--- src/rtl/hash_queue_pkg.sv ---
// Shared definitions for the hash bucket queue: parameter defaults and bounds,
// the FIFO entry layout and the hash-to-bucket fold.
package hash_queue_pkg;

    localparam int ADDR_W_DEF     = 19;
    localparam int ADDR_W_MIN     = 8;
    localparam int ADDR_W_MAX     = 20;
    localparam int DEPTH_LOG2_DEF = 4;
    localparam int DEPTH_LOG2_MIN = 2;
    localparam int DEPTH_LOG2_MAX = 8;

    // addr is sized for the widest legal bucket address; bits above ADDR_W stay zero
    typedef struct packed {
        logic [31:0]           id;
        logic [ADDR_W_MAX-1:0] addr;
    } hq_entry_t;

    localparam int ENTRY_W = $bits(hq_entry_t);

    function automatic logic [ADDR_W_MAX-1:0] fold_hash(input logic [31:0] data, input int addr_w);
        logic [31:0] mixed;
        logic [31:0] mask;
        mixed = data ^ (data >> addr_w);
        mask  = (32'd1 << addr_w) - 32'd1;
        mixed = mixed & mask;
        return mixed[ADDR_W_MAX-1:0];
    endfunction

endpackage

--- src/rtl/hash_queue_fifo.sv ---
// Circular FIFO with show-ahead head: storage array, wrap-around pointers,
// occupancy count and full/empty flags. Caller only asserts push/pop when legal.
module hash_queue_fifo
    import hash_queue_pkg::*;
#(
    parameter int W          = ENTRY_W,
    parameter int DEPTH_LOG2 = DEPTH_LOG2_DEF
) (
    input  logic                clk,
    input  logic                srst,
    input  logic                push,
    input  logic                pop,
    input  logic [W-1:0]        wdata,
    output logic [W-1:0]        rdata,
    output logic [DEPTH_LOG2:0] count,
    output logic                full,
    output logic                empty
);

    localparam int DEPTH = 1 << DEPTH_LOG2;
    localparam logic [DEPTH_LOG2-1:0] PTR_ONE  = {{(DEPTH_LOG2-1){1'b0}}, 1'b1};
    localparam logic [DEPTH_LOG2:0]   CNT_ONE  = {{DEPTH_LOG2{1'b0}}, 1'b1};
    localparam logic [DEPTH_LOG2:0]   CNT_FULL = {1'b1, {DEPTH_LOG2{1'b0}}};

    logic [W-1:0]          mem [DEPTH];
    logic [DEPTH_LOG2-1:0] wr_ptr_reg;
    logic [DEPTH_LOG2-1:0] rd_ptr_reg;
    logic [DEPTH_LOG2:0]   count_reg;
    logic [DEPTH_LOG2:0]   count_next;

    always_ff @(posedge clk) begin
        if (push) begin
            mem[wr_ptr_reg] <= wdata;
        end
    end

    always_comb begin
        count_next = count_reg;
        case ({push, pop})
            2'b10:   count_next = count_reg + CNT_ONE;
            2'b01:   count_next = count_reg - CNT_ONE;
            default: count_next = count_reg;
        endcase
    end

    always_ff @(posedge clk) begin
        if (srst) begin
            wr_ptr_reg <= '0;
            rd_ptr_reg <= '0;
            count_reg  <= '0;
        end else begin
            if (push) begin
                wr_ptr_reg <= wr_ptr_reg + PTR_ONE;
            end
            if (pop) begin
                rd_ptr_reg <= rd_ptr_reg + PTR_ONE;
            end
            count_reg <= count_next;
        end
    end

    // Head is forced to zero while empty so stale storage never shows on the outputs
    assign rdata = empty ? '0 : mem[rd_ptr_reg];
    assign count = count_reg;
    assign full  = (count_reg == CNT_FULL);
    assign empty = (count_reg == '0);

endmodule

--- src/rtl/hash_bucket_queue.sv ---
// Folds incoming hashes into bucket addresses and queues them for SRAM lookup,
// dropping (and flagging) on overflow. Optional stats via HASH_QUEUE_STATS_EN.
module hash_bucket_queue
    import hash_queue_pkg::*;
#(
    parameter int ADDR_W     = ADDR_W_DEF,
    parameter int DEPTH_LOG2 = DEPTH_LOG2_DEF
) (
    input  logic                  axi_aclk,
    input  logic                  axi_aresetn,
    input  logic                  hash_valid,
    input  logic [31:0]           hash_data,
    input  logic [31:0]           hash_id,
    output logic                  req_valid,
    input  logic                  req_ready,
    output logic [ADDR_W-1:0]     req_addr,
    output logic [31:0]           req_id,
    output logic [DEPTH_LOG2:0]   q_count,
    output logic                  q_full,
    output logic                  q_empty,
    output logic                  overflow
`ifdef HASH_QUEUE_STATS_EN
    ,
    output logic [15:0]           drop_count,
    output logic [DEPTH_LOG2:0]   hwm
`endif
);

    logic                fold_vld_reg;
    hq_entry_t           fold_entry_reg;
    logic                overflow_reg;
    logic                push;
    logic                pop;
    logic                drop;
    logic [ENTRY_W-1:0]  head_bits;
    hq_entry_t           head;
    logic [DEPTH_LOG2:0] count;
    logic                full;
    logic                empty;
    logic                unused_head_addr;

    // A pop on the same edge frees a slot, so a full queue still accepts the push
    assign pop  = !empty && req_ready;
    assign push = fold_vld_reg && (!full || pop);
    assign drop = fold_vld_reg && full && !pop;

    always_ff @(posedge axi_aclk) begin
        if (axi_aresetn) begin
            fold_vld_reg   <= 1'b0;
            fold_entry_reg <= '0;
            overflow_reg   <= 1'b0;
        end else begin
            fold_vld_reg <= hash_valid;
            if (hash_valid) begin
                fold_entry_reg.id   <= hash_id;
                fold_entry_reg.addr <= fold_hash(hash_data, ADDR_W);
            end
            overflow_reg <= drop;
        end
    end

    hash_queue_fifo #(
        .W          (ENTRY_W),
        .DEPTH_LOG2 (DEPTH_LOG2)
    ) u_fifo (
        .clk   (axi_aclk),
        .srst  (axi_aresetn),
        .push  (push),
        .pop   (pop),
        .wdata (fold_entry_reg),
        .rdata (head_bits),
        .count (count),
        .full  (full),
        .empty (empty)
    );

    assign head             = hq_entry_t'(head_bits);
    assign unused_head_addr = ^head.addr;
    assign req_valid        = !empty;
    assign req_addr         = head.addr[ADDR_W-1:0];
    assign req_id           = head.id;
    assign q_count          = count;
    assign q_full           = full;
    assign q_empty          = empty;
    assign overflow         = overflow_reg;

`ifdef HASH_QUEUE_STATS_EN
    localparam logic [DEPTH_LOG2:0] CNT_ONE = {{DEPTH_LOG2{1'b0}}, 1'b1};

    logic [15:0]         drop_count_reg;
    logic [DEPTH_LOG2:0] hwm_reg;

    // hwm never lags count, so it can only grow on a push-only edge at the mark
    always_ff @(posedge axi_aclk) begin
        if (axi_aresetn) begin
            drop_count_reg <= '0;
            hwm_reg        <= '0;
        end else begin
            if (drop && (drop_count_reg != 16'hFFFF)) begin
                drop_count_reg <= drop_count_reg + 16'd1;
            end
            if (push && !pop && (count == hwm_reg)) begin
                hwm_reg <= hwm_reg + CNT_ONE;
            end
        end
    end

    assign drop_count = drop_count_reg;
    assign hwm        = hwm_reg;
`endif

endmodule

--- config.mk ---
export PLATFORM = sky130hd
export DESIGN_NAME = hash_bucket_queue
export DESIGN_NICKNAME = d
export VERILOG_FILES = /design/src/rtl/hash_queue_pkg.sv /design/src/rtl/hash_queue_fifo.sv /design/src/rtl/hash_bucket_queue.sv
export SDC_FILE = /design/constraint.sdc
export NUM_CORES = 1
export LEC_CHECK = 0
export ABC_AREA = 1
export CAP_MARGIN = 10
export CORE_AREA = 4 4 365 331
export CTS_CLUSTER_SIZE = 24
export DETAILED_ROUTE_END_ITERATION = 16
export DIE_AREA = 0 0 369 335
export MAX_ROUTING_LAYER = met4
export PLACE_DENSITY = 0.58
export SLEW_MARGIN = 5
export SYNTH_ARGS = -nofsm -noshare
export SYNTH_HDL_FRONTEND = slang
export SYNTH_SLANG_ARGS = --single-unit
--- constraint.sdc ---
create_clock -name axi_aclk -period 11.5 [get_ports axi_aclk]
set_input_delay 1.15 -clock axi_aclk [delete_from_list [all_inputs] [get_ports axi_aclk]]
set_output_delay 1.15 -clock axi_aclk [all_outputs]
set_load 0.05 [all_outputs]
==> metrics, run 1 <==
Post-Syn Area 0.0371 mm²; total track usage between 15 and 20%; layout cell share with drive strength beyond 1 roughly 5.3%; # port buffers 127; count of yosys warnings during synthesis 0; Tmin final between 5000 and 6000 ps; measured slew at the worst slew-check pin around 1200 ps; Sw Ratio between 30% and 40%; Final Hold Fails 0; Initial Utilization between 30% and 40%; Setup crit end kind output port; TritonCTS Buffers 89; Max Fclk around 170 MHz; Post-Route M1 WL 46,300 µm; DRC Markers 0; TritonRoute pass-1 iters 7; Combinational Power Share 29.1%; worst skew pair latency about 660 ps; FP Rows around 120; CTS tree done; Avg Inst Size Synth roughly 10 µm²; sequential power share between 40% and 50%; arrival time worst endpoint roughly 4700 ps; crit path max fanout roughly 170; DRT antenna net count 0; Boundary Pins between 100 and 150; drt wl/cell a little under 20 µm; asr flop ratio synth 0%; Mapped Cells ~3,600; clock share of power between 30% and 40%; gpl congestion approximately 0.75; vias in the first global route between 20,000 and 25,000; MaxCap Viol Count 0; Die Y about 340 µm; Net Sw Power between 0.003 and 0.004 W; PwrDens around 210 mW/mm²; most frequent cell after synthesis nand2_1; number of DRC markers in iteration 0 ~2,300; Reg2Reg Setup Slack 8270 ps; overall power 0.00909 W; Clk Tree Root Cell clkbuf_16; pin count of the biggest net entering global routing roughly 190; vias per cell 4.67; area fraction of the dominant cell type after synthesis roughly two thirds; fin. max-slew vios 0; post-layout net count about 3,700; met3 WL approximately 6700 µm; DR vias between 20,000 and 25,000; cell leakage power ~17 nW; sequential fraction of the synthesis area 69.7%; core area roughly 0.12 mm²; CP required between 10,000 and 15,000 ps; startpoint types flip-flop; crit share post-route roughly half; syn_nets about 3,700; setup violators final 0; Post-CTS Setup Bufs 0; register bit total from synthesis a little under 900; die area 0.124 mm²; Yosys cell types 19; number of flip-flops in the largest register slightly above 800; CTS H-tree depth 3; ys flop type edfxtp_1; Die X 369 µm; area leader, netlist edfxtp_1; met2 wire len 47,300 µm; post-detail-place hpwl about 50,000 µm; setup total negative slack 0 ps; initial antenna violation count 2; Worst Hold Class flip-flop to flip-flop; Post-synth EDFFs roughly 820; WL final ~100,000 µm; status completed; Max-slew headroom 21.1%; CTS Buffer Depth 3; Setup CP Type flip-flop to output port; Overflow after GRT 0; Post-synth top cells nand2_1, edfxtp_1, nand3_1; first-pass GRT wire length 151,000 µm; Internal about 0.0058 W; top sig layer met4; Layout area overhead 15.1%; top cells by area, synth edfxtp_1, nand2_1, nand3_1; peak supply drop between 0.0001 and 0.00015 V; Clock Pin Slew Worst Setup and Hold Paths ~60 ps; clk_skew approximately 20 ps; CTS resizes 0; Hold-fix buffers, CTS 0; clock tree sinks 886; RSZ-0062 raised after global routing false
## through the flow
step,area [µm²],cells,util (%),setup slack (ps),hold slack [ps]
after CTS,42800,5304,36.6,5660,482
after detailed placement,40000,5140,34.3,6380,472
final,42800,5305,36.6,5660,484
after floorplan,37100,3583,-,5850,447
after global placement,40000,5140,34.3,6350,459
after global routing,42800,5304,36.6,5350,508
## routing by layer
layer | track usage [%] | vias to the layer above
met4 | 3.78 | 0
met2 | 26.2 | 783
li1 | - | 11900
met3 | 2.75 | 147
met1 | 23.0 | 12000
met5 | - | -
## cell type report
type	instances	area [µm²]
Inverter	450	1710
Clock inverter	49	354
Antenna cell	1	2.50
Fill cell	11500	74000
Clock buffer	115	2370
Tap cell	1573	1970
Timing Repair Buffer	176	1650
Multi-Input combinational cell	2055	8790
Sequential cell	886	25900
## power by group through the flow
stage          Sequential, W  Clock [W]  Combinational, W
6_report             0.00369    0.00275           0.00265
2_1_floorplan        0.00374          0           0.00175
4_1_cts              0.00369    0.00280           0.00268
5_1_grt              0.00370    0.00294           0.00288
3_3_place_gp         0.00376          0           0.00267
3_5_place_dp         0.00376          0           0.00267
## path summary, 6_finish.rpt
kind / endpoint / cells past startpoint / startpoint
min reg2reg: flip-flop / 2 / u_fifo.rd_ptr_reg[2]$_SDFFE_PP0P_
min: flip-flop / 2 / u_fifo.rd_ptr_reg[2]$_SDFFE_PP0P_
max: req_id[12] / 9 / flip-flop
max reg2reg: u_fifo.mem[6][42]$_DFFE_PP_ / 6 / u_fifo.count[0]$_SDFFE_PP0P_
## cell families (layout without fill, tap and decap cells)
logic type	after synthesis	count (layout)	synth area share, %
xor gates and xnor gates	19	19	0.448
other	0	1	0
and+or+nand+nor	1907	1907	21.1
AOI/OAI and AO/OA	120	120	1.62
adders and majority gates	9	9	0.303
DFF	886	886	69.7
buffers and inverters	642	790	6.79
## cells in the final DEF, fill, tap and decap left out, drive strengths merged
cell type	instances
clkinv	41
dfxtp	70
edfxtp	816
nand4	1
clkinvlp	3
bufinv	3
ha	9
xnor2	1
diode	1
nand2	1251
nor3	16
nand3	521
a21oi	61
buf	50
xor2	18
inv	452
nor2	118
clkbuf	115
o21ai	58
o21bai	1
clkdlybuf4s50	126
## worst max-delay path, cell delays in order (launching register included)
cell	delay [ps]
dfxtp_4	430
inv_8	730
buf_4	880
nand2_1	120
nand2_1	90
nand2_1	50
nand3_1	110
nand3_1	80
a21oi_1	460
clkdlybuf4s50_1	920
Note: power is estimated with default switching activity, not from simulation.
==> run 2, diff against run 1 <==
==> constraint.sdc (replaced) <==
create_clock -name axi_aclk -period 5.9 [get_ports axi_aclk]
set_input_delay 0.59 -clock axi_aclk [delete_from_list [all_inputs] [get_ports axi_aclk]]
set_output_delay 0.59 -clock axi_aclk [all_outputs]
set_load 0.05 [all_outputs]
==> run 2 against run 1 <==
  * Sequential power increased by 95%
  * Register-to-register slack got worse by 5000 ps
  * Global-route usage is 0.56 points lower
  * Flip-flop and latch count unchanged
  * Non-clock buffer count rose by 2
  * Core utilization increased by 0.41 points
  * Largest power group unchanged
==> metrics, run 2 (synthesis results as in run 1) <==
vias per cell 4.62 (-1.2%); TritonCTS Buffers 93 (+4.5%); DRT antenna net count 0 (unchanged); cell family with most CP delay buffers and inverters; Die Y 335 µm (unchanged); Multi-input gate area 0.00879 mm² (unchanged); worst skew pair latency 660 ps (about the same); Worst path depth 9 (unchanged); Max-slew headroom 24.0% (+2.9 points); CTS resizes 0 (unchanged); drt wl/cell 18.5 µm (-3.9%); startpoint types flip-flop; Overflow after GRT 0 (unchanged); pin count of the biggest net entering global routing 172 (-7.0%); Max Fclk between 200 and 250 MHz; Die X 369 µm (unchanged); layout cell share with drive strength beyond 1 5.88% (+0.60 points); commonest cells after routing, fill and taps aside nand2_1, edfxtp_1, nand3_1, inv_1, clkdlybuf4s50_1; crit path max fanout 146 (-12%); crit-path cells inv_8 -> buf_4 -> nand2_1 -> nand2_1 -> nand2_1 -> nand3_1 -> nand3_1 -> a21oi_1 -> clkdlybuf4s50_1; Setup crit end kind output port; commonest non-fill, non-tap cell in the layout nand2_1; CTS tree done; measured slew at the worst slew-check pin 1140 ps (-43.8 ps); status completed; register area 0.0259 mm² (unchanged); clock tree sinks 886 (unchanged); post-detail-place hpwl 48,500 µm (-1.3%); Clk Tree Root Cell clkbuf_16; post-layout net count 3,741 (+0.16%); setup total negative slack 0 ps (unchanged); crit share post-route around four fifths; Post-Route M1 WL 44,600 µm (-3.6%); peak supply drop 0.000391 V (+170%); DRC Markers 0 (unchanged); R2R depth 6 (unchanged); WL final 98,500 µm (-3.7%); MaxCap Viol Count 0 (unchanged); slowest CP cell clkdlybuf4s50_1; total track usage 16.2% (-0.56 points); PwrDens 422 mW/mm² (+98%); die area 0.124 mm² (unchanged); Buf/Inv on CP 3 (unchanged); core area 0.117 mm² (unchanged); Antenna Cells 0 (-1); FP Rows 119 (unchanged); DR vias 24,500 (-0.97%); Setup CP Type flip-flop to output port; vias in the first global route 23,800 (+1.8%); Layout area overhead 16.4%; Min Hold Slack 330 ps (-155 ps); clk_skew 42.7 ps (+22.6 ps); met2 wire len 46,100 µm (-2.7%); Clock Pin Slew Worst Setup and Hold Paths 60 ps (about the same); arrival time worst endpoint 4080 ps (-610 ps); initial antenna violation count 2 (unchanged); top sig layer met4; met3 WL 5660 µm (-15%); CP required 5310 ps (-5040 ps); CTS H-tree depth 3 (unchanged); hold depth 4 (+2); number of DRC markers in iteration 0 2,361 (+1.4%); most frequent CP cell nand2_1; Final Hold Fails 0 (unchanged); Post-CTS Setup Bufs 0 (unchanged); fin. max-slew vios 0 (unchanged); Initial Utilization 31.8% (unchanged); Worst Hold Class input port to flip-flop; TritonRoute pass-1 iters 5 (-2); # port buffers 127 (unchanged); Hold-fix buffers, CTS 0 (unchanged); cell leakage power 17.4 nW (+1.3%); first-pass GRT wire length 149,000 µm (-1.6%); setup violators final 0 (unchanged); Tmin final 4670 ps; Layout fillers 11,400 (-0.91%); gpl congestion 0.736 (-2.3%); CTS Buffer Depth 3 (unchanged); Boundary Pins 128 (unchanged); RSZ-0062 raised after global routing false; Crit path largest cell delay 900 ps (-20 ps); number of flip-flops in the largest register 816 (unchanged)
## run 2: cell count changes in the layout (fill, tap and decap cells not counted), moves of 3 or more
cell,previous run,this run
buf_4,48,41
clkbuf_16,90,93
clkinv_2,15,20
clkbuf_8,2,12
bufinv_16,3,8
buf_12,1,10
clkinv_1,22,14
clkbuf_1,23,19
## run 2: worst min-delay path, cell delays in order
cell and delay (ps):
buf_2 100, inv_2 90, nor2_1 100, nor2_1 50
## run 2: power breakdown
group | switching, W | total (W) | internal, W
combinational | 0.00373 | 0.00515 | 0.00143
sequential | 0.000205 | 0.00720 | 0.00700
clock | 0.00245 | 0.00587 | 0.00342
total | 0.00638 | 0.0182 | 0.0118
## run 2: metal layers
metal  vias to the layer above  track usage [%]
met5                         -                -
met4                         0             4.27
met2                       691             25.8
li1                      11900                -
met3                       165             2.27
met1                     11800             21.9
## run 2: area by class of cell
cell class / instances / area share, %
Timing Repair Buffer: 178 / 4.10
Clock inverter: 49 / 1.19
Multi-Input combinational cell: 2055 / 20.3
Inverter: 450 / 3.95
Tap cell: 1573 / 4.55
Clock buffer: 124 / 5.93
Sequential cell: 886 / 59.9
## run 2: metrics by stage
step           utilization, %  area (µm²)  power, W  instances  worst slack (ps)
2_1_floorplan               -       37100    0.0107       3583               546
3_3_place_gp             34.4       40200    0.0125       5142              1850
3_5_place_dp             34.4       40200    0.0125       5142              1870
4_1_cts                  37.0       43200    0.0184       5315              1150
5_1_grt                  37.0       43200    0.0191       5315               936
6_report                 37.0       43200    0.0182       5315              1230
## run 2: final timing paths
check | startpoint | to | slack, ps
max | flip-flop | req_id[23] | 1230
min | hash_valid | fold_entry_reg[48]$_SDFFE_PP0P_ | 330
max reg2reg | u_fifo.count[0]$_SDFFE_PP0P_ | u_fifo.mem[2][43]$_DFFE_PP_ | 3290
min reg2reg | fold_vld_reg$_SDFF_PP0_ | overflow$_SDFF_PP0_ | 480
